File: src/rtl/nibble_serial_compare_if.sv
// Operand/result bundle for the nibble-serial comparator: master drives operands
// and start, slave returns the one-hot {gt,lt,eq} code with busy/done status.
interface nibble_serial_compare_if #(
    parameter int WIDTH = 16
);
    logic             iStart;
    logic [WIDTH-1:0] iData_a;
    logic [WIDTH-1:0] iData_b;
    logic [2:0]       iData;
    logic [2:0]       oData;
    logic             oBusy;
    logic             oDone;

    modport master (
        output iStart,
        output iData_a,
        output iData_b,
        output iData,
        input  oData,
        input  oBusy,
        input  oDone
    );

    modport slave (
        input  iStart,
        input  iData_a,
        input  iData_b,
        input  iData,
        output oData,
        output oBusy,
        output oDone
    );
endinterface

File: src/rtl/nibble_serial_compare.sv
// Serial magnitude compare, one nibble per cycle MSB first; 1..NIB cycles after start.
// No backpressure: a start is taken only when idle, starts during a run are dropped.
module nibble_serial_compare #(
    parameter int WIDTH = 16
) (
    input logic                    iClk,
    input logic                    iRst,
    nibble_serial_compare_if.slave bus
);
    localparam int NIB  = WIDTH / 4;
    localparam int CNTW = (NIB > 1) ? $clog2(NIB) : 1;

    typedef enum logic {
        IDLE,
        RUN
    } state_t;

    state_t           state;
    logic [CNTW-1:0]  cnt;
    logic [WIDTH-1:0] opA;
    logic [WIDTH-1:0] opB;
    logic [2:0]       cascade;
    logic [2:0]       result;
    logic             busy;
    logic             done;

    logic [3:0]       nibA;
    logic [3:0]       nibB;
    logic [2:0]       cascadeCode;

    // Nibble mux written as a compare loop so non-power-of-two NIB never indexes out of range.
    always_comb begin
        nibA = '0;
        nibB = '0;
        for (int i = 0; i < NIB; i++) begin
            if (cnt == CNTW'(i)) begin
                nibA = opA[4*i +: 4];
                nibB = opB[4*i +: 4];
            end
        end
    end

    // gt wins over lt wins over eq, so a malformed cascade still yields a one-hot code.
    always_comb begin
        cascadeCode = 3'b001;
        if (cascade[2]) begin
            cascadeCode = 3'b100;
        end else if (cascade[1]) begin
            cascadeCode = 3'b010;
        end
    end

    always_ff @(posedge iClk) begin
        if (iRst) begin
            state   <= IDLE;
            cnt     <= '0;
            opA     <= '0;
            opB     <= '0;
            cascade <= '0;
            result  <= '0;
            busy    <= 1'b0;
            done    <= 1'b0;
        end else begin
            done <= 1'b0;
            case (state)
                IDLE: begin
                    if (bus.iStart) begin
                        opA     <= bus.iData_a;
                        opB     <= bus.iData_b;
                        cascade <= bus.iData;
                        cnt     <= CNTW'(NIB - 1);
                        busy    <= 1'b1;
                        state   <= RUN;
                    end
                end
                RUN: begin
                    if (nibA > nibB) begin
                        result <= 3'b100;
                        done   <= 1'b1;
                        busy   <= 1'b0;
                        state  <= IDLE;
                    end else if (nibA < nibB) begin
                        result <= 3'b010;
                        done   <= 1'b1;
                        busy   <= 1'b0;
                        state  <= IDLE;
                    end else if (cnt == '0) begin
                        result <= cascadeCode;
                        done   <= 1'b1;
                        busy   <= 1'b0;
                        state  <= IDLE;
                    end else begin
                        cnt <= cnt - 1'b1;
                    end
                end
                default: begin
                    busy  <= 1'b0;
                    state <= IDLE;
                end
            endcase
        end
    end

    assign bus.oData = result;
    assign bus.oBusy = busy;
    assign bus.oDone = done;
endmodule

File: src/flat_wrapper.sv
// flat-port wrapper written by rule: the top's interface ports become plain ports
module nibble_serial_compare_flat 
#(
    parameter int WIDTH = 16
)
  (iClk, iRst, bus_iStart, bus_iData_a, bus_iData_b, bus_iData, bus_oData, bus_oBusy, bus_oDone);
  nibble_serial_compare_if #(.WIDTH(WIDTH)) bus_i ();
  input logic iClk;
  input logic iRst;
  input wire logic [$bits(bus_i.iStart)-1:0] bus_iStart;
  input wire logic [$bits(bus_i.iData_a)-1:0] bus_iData_a;
  input wire logic [$bits(bus_i.iData_b)-1:0] bus_iData_b;
  input wire logic [$bits(bus_i.iData)-1:0] bus_iData;
  output wire logic [$bits(bus_i.oData)-1:0] bus_oData;
  output wire logic [$bits(bus_i.oBusy)-1:0] bus_oBusy;
  output wire logic [$bits(bus_i.oDone)-1:0] bus_oDone;
  assign bus_i.iStart = bus_iStart;
  assign bus_i.iData_a = bus_iData_a;
  assign bus_i.iData_b = bus_iData_b;
  assign bus_i.iData = bus_iData;
  assign bus_oData = bus_i.oData;
  assign bus_oBusy = bus_i.oBusy;
  assign bus_oDone = bus_i.oDone;
  nibble_serial_compare #(.WIDTH(WIDTH)) u_core (.iClk(iClk), .iRst(iRst), .bus(bus_i));
endmodule
File: config.mk
export PLATFORM = sky130hd
export DESIGN_NAME = nibble_serial_compare_flat
export DESIGN_NICKNAME = d
export VERILOG_FILES = /design/src/rtl/nibble_serial_compare_if.sv /design/src/rtl/nibble_serial_compare.sv /design/src/flat_wrapper.sv
export SDC_FILE = /design/constraint.sdc
export NUM_CORES = 1
export LEC_CHECK = 0
export ABC_AREA = 1
export BUFFER_PORTS_ARGS = -buffer_cell sky130_fd_sc_hd__clkbuf_2
export CAP_MARGIN = 30
export CORE_ASPECT_RATIO = 0.6
export CORE_MARGIN = 4
export CORE_UTILIZATION = 35
export DETAILED_ROUTE_END_ITERATION = 10
export GPL_TIMING_DRIVEN = 1
export PLACE_DENSITY_LB_ADDON = 0.3
export SLEW_MARGIN = 20
export SYNTH_ARGS = -nofsm -noshare
export SYNTH_HDL_FRONTEND = slang
export SYNTH_SLANG_ARGS = --single-unit
export TNS_END_PERCENT = 5
File: constraint.sdc
create_clock -name iClk -period 2.3 [get_ports iClk]
set_input_delay 0.345 -clock iClk [delete_from_list [all_inputs] [get_ports iClk]]
set_output_delay 0.345 -clock iClk [all_outputs]
set_load 0.05 [all_outputs]
==> metrics.txt <==
via count of the routed design=1,818; post-cts hold buffer count=0; clock tree root buffer cell=sky130_fd_sc_hd__clkbuf_8; post-route fraction of the period consumed by the critical path=1.00; Fmax=435 MHz; most used flip-flop cell after synthesis=sky130_fd_sc_hd__dfxtp_1; total standard cell area after synthesis=1960 um^2; simple-gate share of the synthesized area=0.284; largest family of logic cells by synthesized area=simple AND/OR/NAND/NOR gates; width of the chip=105 um; share of cells above drive strength 1=0.306; maximum buffer depth of the clock tree=2; wire length reported by the detailed router=4.98 mm; DRT antenna net count=0; y dimension of the die=between 60 and 70 um; Post-synth EDFFs=0; main area contributors after synthesis=sky130_fd_sc_hd__dfxtp_1, sky130_fd_sc_hd__nor2_1, sky130_fd_sc_hd__o21ai_1; Post-Place Worst Slack=-0.0233 ns; pins over their slew limit=0; worst min path class=in -> reg; worst path cell trace=inv_2, ha_4, a21oi_1, o31ai_1, o21ai_1, ha_1, nand2_4, buf_12, nor3_4, nand2_2, nand2_4, nand2_2, nor2_2; Net Switching=609 uW; synthesis-stage register bit count=42; Area Overhead vs Synth=26.0%; Post-Synthesis Net Count=310; top-level I/O count=43; portion of synthesized cell area occupied by the leading cell type=0.428; Avg Cell Area, Syn=about 7.4 um^2; DRC errors left=0; share of synthesized area spent on multiplexers=0; number of failing hold endpoints at the final stage=0; TritonRoute pass-1 iters=4; share of synthesized flip-flops with an asynchronous set or reset=0; slew at the pin closest to its max-slew limit=0.536 ns; most frequent cells after synthesis=sky130_fd_sc_hd__nor2_1, sky130_fd_sc_hd__dfxtp_1, sky130_fd_sc_hd__o21ai_1; clock net sink count=42; DRC violation total after the first TritonRoute iteration=about 110; vias in the first global route=1,723; starting density of the core=0.375; final weighted congestion of routability-driven global placement=0.795; average routed wire per standard cell=13.3 um; clock power share=0.301; worst-case vdd ir drop=0.323 mV; core area=approximately 5200 um^2; critical path capture point type=register; Power per Cell Area=794 nW/um^2; worst hold slack=0.233 ns; placed wire-length estimate=3.67 mm; setup repair after global routing missed its margin=yes; Critical Setup Path Class=reg -> reg; share of the synthesized area in compound gates (AO/OA/AOI/OAI)=0.168; Largest stage delay, worst path=0.37 ns; Period minus WS final=between 2 and 2.5 ns; sequential share of the synthesized area=0.428; cell accounting for the most synthesized area=sky130_fd_sc_hd__dfxtp_1; largest clock skew in the final design=0.00657 ns; gate count of the mapped netlist=264; setup slack of the most critical reg-to-reg path=0.0007 ns; Cell Rows=20; cell with the most instances after synthesis=sky130_fd_sc_hd__nor2_1; worst setup margin=0.000715 ns; adder and majority gate portion of the synthesized area=0.0510; Post-Route Utilization=0.473; total global routing overflow=0; Setup TNS Final=0 ns; Seq pwr share=0.424; Pleak=1.12 nW; Inserted Clock Buffers=5; total instance count after detailed placement=365; Post-layout nets=356; arrival time of data at the critical path endpoint=2.53 ns; clock-pin slew of the registers on the worst-case setup and hold paths=0.08 ns; post-route non-filler standard cell count=376; I/O Buffers=41; count of H-tree levels built during CTS=2; Skew-Pair Late Insertion Delay=0.30 ns; post-synthesis share of cell area spent on xor and xnor gates=0; switching share of power=0.310; slew margin rel.=0.642; die area=6910 um^2; startpoint class of the critical path=register; internal cell power=1.36 mW; Ys Warns=0; maximum number of pins on one net before global-route repair=34; highest fanout seen on the critical path=8; Comb power frac=0.276; # Max-Cap Violations=0; final count of negative-setup-slack endpoints=0; initial antenna violation count=0; first-pass GRT wire length=around 8.3 mm; Ant. Diodes=0; Max stage delay cell, worst path=sky130_fd_sc_hd__ha_1; result of the run=finished clean; Filler cells=546; number of library cell types mapped by synthesis=24; CTS tree=built; CP required=2.53 ns; Tot GR Track Use=0.153; Via-to-Cell Ratio=4.84
## cells in the final DEF (no fill, tap or decap), types with 2 or more instances in the layout
master,synthesis,layout
sky130_fd_sc_hd__nand3_1,11,8
sky130_fd_sc_hd__o21ai_1,24,27
sky130_fd_sc_hd__a21oi_2,1,2
sky130_fd_sc_hd__inv_2,5,5
sky130_fd_sc_hd__nand2_1,22,21
sky130_fd_sc_hd__inv_4,0,2
sky130_fd_sc_hd__clkbuf_8,0,6
sky130_fd_sc_hd__ha_1,8,5
sky130_fd_sc_hd__clkbuf_2,0,41
sky130_fd_sc_hd__dfxtp_1,42,40
sky130_fd_sc_hd__nand4_1,3,3
sky130_fd_sc_hd__nand2_4,2,3
sky130_fd_sc_hd__nor2_1,76,74
sky130_fd_sc_hd__buf_4,0,7
sky130_fd_sc_hd__o21ai_0,19,16
sky130_fd_sc_hd__o211ai_1,2,2
sky130_fd_sc_hd__nand3_2,1,4
sky130_fd_sc_hd__inv_1,8,6
sky130_fd_sc_hd__nor2_2,3,5
sky130_fd_sc_hd__nand2_2,6,6
sky130_fd_sc_hd__a21oi_1,13,12
sky130_fd_sc_hd__buf_12,0,2
sky130_fd_sc_hd__ha_4,0,3
## timing repair
| item | 4_1_cts | 5_1_grt |
|---|---|---|
| buffers inserted | 1 | 2 |
| endpoints found under the setup margin | 6 | 8 |
| pin swaps | 1 | 13 |
| cloned | 1 | 0 |
| gates resized for setup | 3 | 24 |
## worst paths after layout
kind                  startpoint             endpoint  cells past startpoint
min reg2reg  u_core.bus.oData[1]  u_core.bus.oData[1]                      2
max                u_core.cnt[0]     u_core.bus.oBusy                     13
min                         iRst         u_core.state                      2
max reg2reg        u_core.cnt[0]     u_core.bus.oBusy                     13
## cell type report
class / instances / area (um^2) / area share
timing repair buffer: 51 / 309 / 0.125
timing repair inverter: 1 / 7.51 / 0.00303
inverter: 13 / 53.8 / 0.0218
clock inverter: 1 / 30.0 / 0.0121
tap: 66 / 82.6 / 0.0334
sequential: 42 / 846 / 0.342
multi-input combinational: 196 / 1060 / 0.429
clock buffer: 6 / 82.6 / 0.0334
## flip-flops by register name (all words and copies together), names as in the netlist
signal            flops
u_core.state          1
u_core.opB           16
u_core.bus.oDone      1
u_core.bus.oData      3
u_core.opA           16
u_core.cascade        2
u_core.cnt            2
u_core.bus.oBusy      1
## through the flow
stage               total power, mW  instance area (um^2)
floorplan                      1.18                  1960
global placement               1.29                  2220
detailed placement             1.30                  2220
CTS                            1.91                  2360
global route                   2.09                  2470
finish                         1.96                  2470
## kinds of logic (layout without fill, tap and decap cells)
family / after synthesis / in the layout
DFF: 42 / 42
and+or+nand+nor: 126 / 126
buffers and inverters: 26 / 72
AOI/OAI and AO/OA: 62 / 62
adders and majority gates: 8 / 8
## layer usage
| metal | track usage | part of all wire | up-vias |
|---|---|---|---|
| met1 | 0.222 | 0.54 | 793 |
| met5 | 0 | 0 | - |
| met3 | 0.0498 | 0.074 | 8 |
| met4 | 0.0507 | 0.011 | 0 |
| met2 | 0.211 | 0.37 | 58 |
| li1 | - | - | 959 |
## power by group through the flow
stage               clock (mW)  sequential (mW)  combinational, mW
floorplan                    0            0.856              0.324
global route             0.644            0.839              0.606
finish                   0.590            0.832              0.541
global placement             0            0.842              0.444
CTS                      0.607            0.827              0.475
detailed placement           0            0.844              0.458
## critical path, delay by kind of cell, from the launching register on
| family | cells | cell delay, ns |
|---|---|---|
| adder cells (fa/ha/maj) | 2 | 0.58 |
| flip-flops | 1 | 0.36 |
| buffers and inverters | 2 | 0.25 |
| AND/OR/NAND/NOR | 6 | 0.66 |
| AO/OA/AOI/OAI | 3 | 0.38 |
No activity file was read; power rests on OpenSTA's default activity.
